### src/rtl/disp_pkg.sv
// Shared display constants: visible geometry, RGB332 palette, transparent index
// and the collision-tracker state type.
package disp_pkg;

  localparam int H_VIS = 640;
  localparam int V_VIS = 480;
  localparam int CORDW = 10;
  localparam int TRANSP_IDX = 0;

  localparam logic [7:0] PALETTE [0:7] = '{
    8'h00, 8'hE0, 8'h1C, 8'h03,
    8'hFC, 8'hE3, 8'h1F, 8'hFF
  };

  typedef enum logic {
    IDLE,
    ACCUM
  } coll_state_e;

  function automatic logic [7:0] pal(input logic [2:0] idx);
    return PALETTE[idx];
  endfunction

endpackage

### src/rtl/delay_line.sv
// Synchronous-reset shift register, DEPTH stages of W bits.
// Realigns address-cycle timing signals with ROM read data.
module delay_line #(
  parameter int W     = 1,
  parameter int DEPTH = 1
) (
  input  logic         clk,
  input  logic         rst,
  input  logic [W-1:0] din,
  output logic [W-1:0] dout
);

  logic [W-1:0] stage_q [DEPTH];
  logic [W-1:0] stage_d [DEPTH];

  always_comb begin
    stage_d[0] = din;
    for (int i = 1; i < DEPTH; i++)
      stage_d[i] = stage_q[i-1];
  end

  always_ff @(posedge clk) begin
    if (rst) begin
      for (int i = 0; i < DEPTH; i++)
        stage_q[i] <= '0;
    end else begin
      for (int i = 0; i < DEPTH; i++)
        stage_q[i] <= stage_d[i];
    end
  end

  assign dout = stage_q[DEPTH-1];

endmodule

### src/rtl/pixel_compositor.sv
// Sprite-layer compositor: priority/transparency resolve, palette, registered RGB.
// Define COMPOSITOR_COLLISION_EN to enable the per-frame layer-overlap flag.
module pixel_compositor
  import disp_pkg::*;
#(
  parameter int         NLAYERS  = 3,
  parameter int         CIDXW    = 3,
  parameter int         ROM_LAT  = 1,
  parameter int         RGBW     = 8,
  parameter logic [7:0] BG_COLOR = 8'h00
) (
  input  logic                     clk,
  input  logic                     rst,
  input  logic                     bright,
  input  logic [9:0]               hCount,
  input  logic [9:0]               vCount,
  input  logic [NLAYERS-1:0]       layer_en,
  input  logic [NLAYERS*CIDXW-1:0] layer_idx,
  output logic [RGBW-1:0]          rgb,
  output logic [9:0]               pix_x,
  output logic [9:0]               pix_y,
  output logic                     pix_vld,
  output logic                     collision
);

  localparam int AW = 21 + NLAYERS;

  logic [AW-1:0]      aligned;
  logic               bright_d;
  logic [9:0]         hcnt_d;
  logic [9:0]         vcnt_d;
  logic [NLAYERS-1:0] en_d;

  delay_line #(
    .W     (AW),
    .DEPTH (ROM_LAT)
  ) u_align (
    .clk  (clk),
    .rst  (rst),
    .din  ({bright, hCount, vCount, layer_en}),
    .dout (aligned)
  );

  assign {bright_d, hcnt_d, vcnt_d, en_d} = aligned;

  logic             found;
  logic             multi;
  logic [CIDXW-1:0] win_idx;
  logic [CIDXW-1:0] cur_idx;

  // Ascending scan: first opaque layer wins, any later one marks an overlap.
  always_comb begin
    found   = 1'b0;
    multi   = 1'b0;
    win_idx = '0;
    cur_idx = '0;
    for (int k = 0; k < NLAYERS; k++) begin
      cur_idx = layer_idx[k*CIDXW +: CIDXW];
      if (en_d[k] && cur_idx != CIDXW'(TRANSP_IDX)) begin
        if (found) begin
          multi = 1'b1;
        end else begin
          found   = 1'b1;
          win_idx = cur_idx;
        end
      end
    end
  end

  logic [RGBW-1:0] rgb_q, rgb_d;
  logic [9:0]      pix_x_q, pix_y_q;
  logic            pix_vld_q;

  always_comb begin
    rgb_d = '0;
    if (bright_d)
      rgb_d = found ? RGBW'(pal(3'(win_idx))) : RGBW'(BG_COLOR);
  end

  always_ff @(posedge clk) begin
    if (rst) begin
      rgb_q     <= '0;
      pix_x_q   <= '0;
      pix_y_q   <= '0;
      pix_vld_q <= 1'b0;
    end else begin
      rgb_q     <= rgb_d;
      pix_x_q   <= hcnt_d;
      pix_y_q   <= vcnt_d;
      pix_vld_q <= bright_d;
    end
  end

  assign rgb     = rgb_q;
  assign pix_x   = pix_x_q;
  assign pix_y   = pix_y_q;
  assign pix_vld = pix_vld_q;

`ifdef COMPOSITOR_COLLISION_EN
  coll_state_e state_q, state_d;
  logic        hit_acc_q, hit_acc_d;
  logic        collision_q, collision_d;
  logic        sof;
  logic        hit;

  // Frame start is judged on the aligned stage so (0,0) updates with its own pixel.
  assign sof = bright_d && hcnt_d == '0 && vcnt_d == '0;
  assign hit = multi && bright_d;

  always_comb begin
    state_d     = state_q;
    hit_acc_d   = hit_acc_q;
    collision_d = collision_q;
    unique case (state_q)
      IDLE: begin
        if (sof) begin
          state_d   = ACCUM;
          hit_acc_d = hit;
        end
      end
      ACCUM: begin
        if (sof) begin
          collision_d = hit_acc_q;
          hit_acc_d   = hit;
        end else begin
          hit_acc_d = hit_acc_q | hit;
        end
      end
    endcase
  end

  always_ff @(posedge clk) begin
    if (rst) begin
      state_q     <= IDLE;
      hit_acc_q   <= 1'b0;
      collision_q <= 1'b0;
    end else begin
      state_q     <= state_d;
      hit_acc_q   <= hit_acc_d;
      collision_q <= collision_d;
    end
  end

  assign collision = collision_q;
`else
  logic unused_multi;
  assign unused_multi = multi;
  assign collision    = 1'b0;
`endif

endmodule
### config.mk
export PLATFORM = sky130hd
export DESIGN_NAME = pixel_compositor
export DESIGN_NICKNAME = d
export VERILOG_FILES = /design/src/rtl/disp_pkg.sv /design/src/rtl/delay_line.sv /design/src/rtl/pixel_compositor.sv
export SDC_FILE = /design/constraint.sdc
export NUM_CORES = 1
export LEC_CHECK = 0
export BUFFER_PORTS_ARGS = -buffer_cell sky130_fd_sc_hd__buf_2
export CORE_MARGIN = 5
export CORE_UTILIZATION = 46
export DETAILED_ROUTE_END_ITERATION = 6
export MAX_ROUTING_LAYER = met4
export PLACE_DENSITY_LB_ADDON = 0.3
export SETUP_SLACK_MARGIN = 0.2
export SLEW_MARGIN = 20
export SYNTH_ARGS = -nofsm -noshare
export SYNTH_HDL_FRONTEND = slang
export SYNTH_SLANG_ARGS = --single-unit
### constraint.sdc
create_clock -name clk -period 1.5 [get_ports clk]
set_input_delay 0.225 -clock clk [delete_from_list [all_inputs] [get_ports clk]]
set_output_delay 0.225 -clock clk [all_outputs]
set_load 0.02 [all_outputs]
==> flow_summary.json <==
{
  "grt_max_degree": 45,
  "cts_root_buf": "clkbuf_4",
  "whs_path_depth": 2,
  "synth_ff_type": "dfxtp_1",
  "ios": 65,
  "reg2regPathDepth": 4,
  "clock-sinks": 48,
  "cp.required_ns": 1.78,
  "vias": 1126,
  "final_util": 0.629,
  "leakagePower_nw": 0.909,
  "synth_edf_count": 0,
  "place_congestion": 0.782,
  "yosysSeqAreaShare": 0.632,
  "synth-compound-area-share": 0.107,
  "clk_latency_ns": 0.35,
  "vias_per_cell": 4.73,
  "report.final.slew_viol_count": 0,
  "regToRegStartpoint": "u_align.stage_q[0][0]",
  "synth_top_family_by_area": "simple AND/OR/NAND/NOR gates",
  "htreeDepth": 2,
  "grt.total_usage": 0.139,
  "nets": 228,
  "fmax_ghz": 0.786,
  "dr.pass1.iters": 5,
  "grt_pass1_wl_um": 4470,
  "cts_buffers": 5,
  "die_area_sq_um": 4550,
  "grt_pass1_vias": 1096,
  "drtIter0Drc": 34,
  "area_growth_pct": 28.5,
  "post-route-min-period_ns": 1.27,
  "status": "finished clean",
  "fp.dieW_um": 67.5,
  "fp.dieH_um": 67.5,
  "yosys-mux-area-fraction": 0,
  "skew_ns": 0.00696,
  "wl_per_cell_um": 12.3,
  "netlist_instances": 131,
  "hold_class": "input pin to flip-flop",
  "cp-startpoint": "u_align.stage_q[0][0]",
  "start_util": 0.490,
  "crit_type": "flip-flop to flip-flop",
  "cts.path.max_buffers": 2,
  "hpwl_um": 2170,
  "hold_buffers": 0,
  "syn-cell-area_sq_um": 1520,
  "hold_violations": 0,
  "synthAdderAreaFrac": 0,
  "hold_start": "hCount[3]",
  "ys_ff_latch": 48,
  "antenna_cells": 0,
  "worst-path-max-fanout": 7,
  "synth_nets": 166,
  "layout-drive-gt1-share": 0.459,
  "vdd_ir_drop_max_mv": 0.787,
  "async_flop_share": 0,
  "yosysWarnings": 0,
  "wirelength_um": 2930,
  "synth_xor_area_frac": 0,
  "syn-mean-instance-area_sq_um": 11.6,
  "cp-end-kind": "flip-flop",
  "clk_pin_slew_ns": 0.13,
  "ant_nets": 0,
  "rsz0062_at_grt": "true",
  "setup_viol": 0,
  "worst-endpoint-arrival_ns": 1.55,
  "port-buffer-count": 63,
  "synth_simple_gate_area_frac": 0.219,
  "p_per_area_nw_per_um2": 1110,
  "start_kind": "flip-flop",
  "core_sq_um": 3100,
  "maxCapViolCount": 0,
  "row_count": 20,
  "yosysUniqueCellTypes": 21,
  "overflow": 0,
  "drc": 0,
  "fin_setup_tns_ns": 0,
  "tritoncts": "done",
  "fin_crit_sh": 0.848,
  "antenna_found_initial": 0
}
[per-stage QoR]
| step | hold slack, ns | cell area [sq um] | setup WS [ns] | std cells | power [mW] |
|---|---|---|---|---|---|
| finish | 0.0717 | 1950 | 0.227 | 238 | 2.18 |
| global route | 0.0501 | 1950 | 0.190 | 238 | 2.29 |
| CTS | 0.0533 | 1930 | 0.204 | 238 | 2.20 |
| detailed placement | 0.425 | 1840 | 0.0210 | 229 | 1.60 |
| global placement | 0.417 | 1840 | 0.144 | 229 | 1.59 |
| floorplan | 0.297 | 1520 | 0.220 | 131 | 1.51 |
[layout make-up]
class                      count  area, sq um
clock buffer                   6         51.3
clock inverter                 2         10.0
fill                         285         1150
multi-input combinational     73          537
sequential                    48          966
tap                           44         55.1
timing repair buffer          65          334
[cell usage in the layout, fill, tap and decap left out]
cell type,instances
o21ai_2,2
or2_1,1
a211o_1,1
buf_4,1
o21ai_1,1
nand3_1,1
and4_4,2
dfxtp_4,1
o31ai_2,2
and4_1,1
buf_6,1
nor2b_2,1
clkinv_2,2
nand4_1,1
nand2_1,2
conb_1,1
o21ai_0,1
dfxtp_2,1
clkbuf_4,5
o31ai_1,1
o221ai_2,4
buf_2,63
a32o_2,3
nor2b_1,44
clkbuf_8,1
dfxtp_1,46
o211ai_1,2
o22ai_1,1
a32oi_1,1
[synthesized netlist by cell type (2+ instances only)]
master	n	area, sq um
a32o_1	3	30.0
and4_1	3	26.3
buf_4	6	45.0
clkbuf_1	4	15.0
dfxtp_1	48	961
nand2_1	2	7.51
nor2b_1	45	282
o211ai_1	2	15.0
o21ai_0	3	15.0
o221ai_1	3	26.3
o31ai_2	2	25.0
[kinds of logic after synthesis]
logic type             count (synthesis)
AND/OR/NAND/NOR                       53
other                                  1
flip-flops                            48
AO/OA/AOI/OAI                         19
buffers and inverters                 10
[layer usage]
layer / share of wire / up-vias / wire length [um] / GRT usage
met5: 0 / - / 0 / -
met1: 0.36 / 505 / 1050 / 0.118
met3: 0.092 / 9 / 269 / 0.0616
li1: - / 558 / - / -
met4: 0.027 / 0 / 79 / 0.0658
met2: 0.52 / 54 / 1540 / 0.255
[worst max-delay path: stages, from the launching register on]
cell and delay (ns):
dfxtp_4 0.39, buf_6 0.12, a32o_2 0.26, or2_1 0.26
o221ai_2 0.17
[final timing paths]
check	endpoint	slack (ns)
min	u_align.stage_q[0][16]	0.07
min reg2reg	pix_y[7]	0.45
max	rgb[6]	0.23
max reg2reg	rgb[6]	0.23
[registers in the layout (all words and copies together) (netlist names)]
| name | flops |
|---|---|
| u_align.stage_q | 24 |
| pix_x | 10 |
| pix_vld | 1 |
| rgb | 3 |
| pix_y | 10 |
[power breakdown]
group	internal [mW]	leakage, nW	switching [mW]
sequential	1.33	0.398	0.0185
combinational	0.107	0.474	0.129
clock	0.224	0.0380	0.366
[what timing repair did]
item	in CTS	in global routing
gates cloned	0	0
pin swaps	1	7
setup buffers	1	0
gates resized for setup	9	10
endpoints found under the setup margin	3	3
Power figures use the tool's default switching activity.
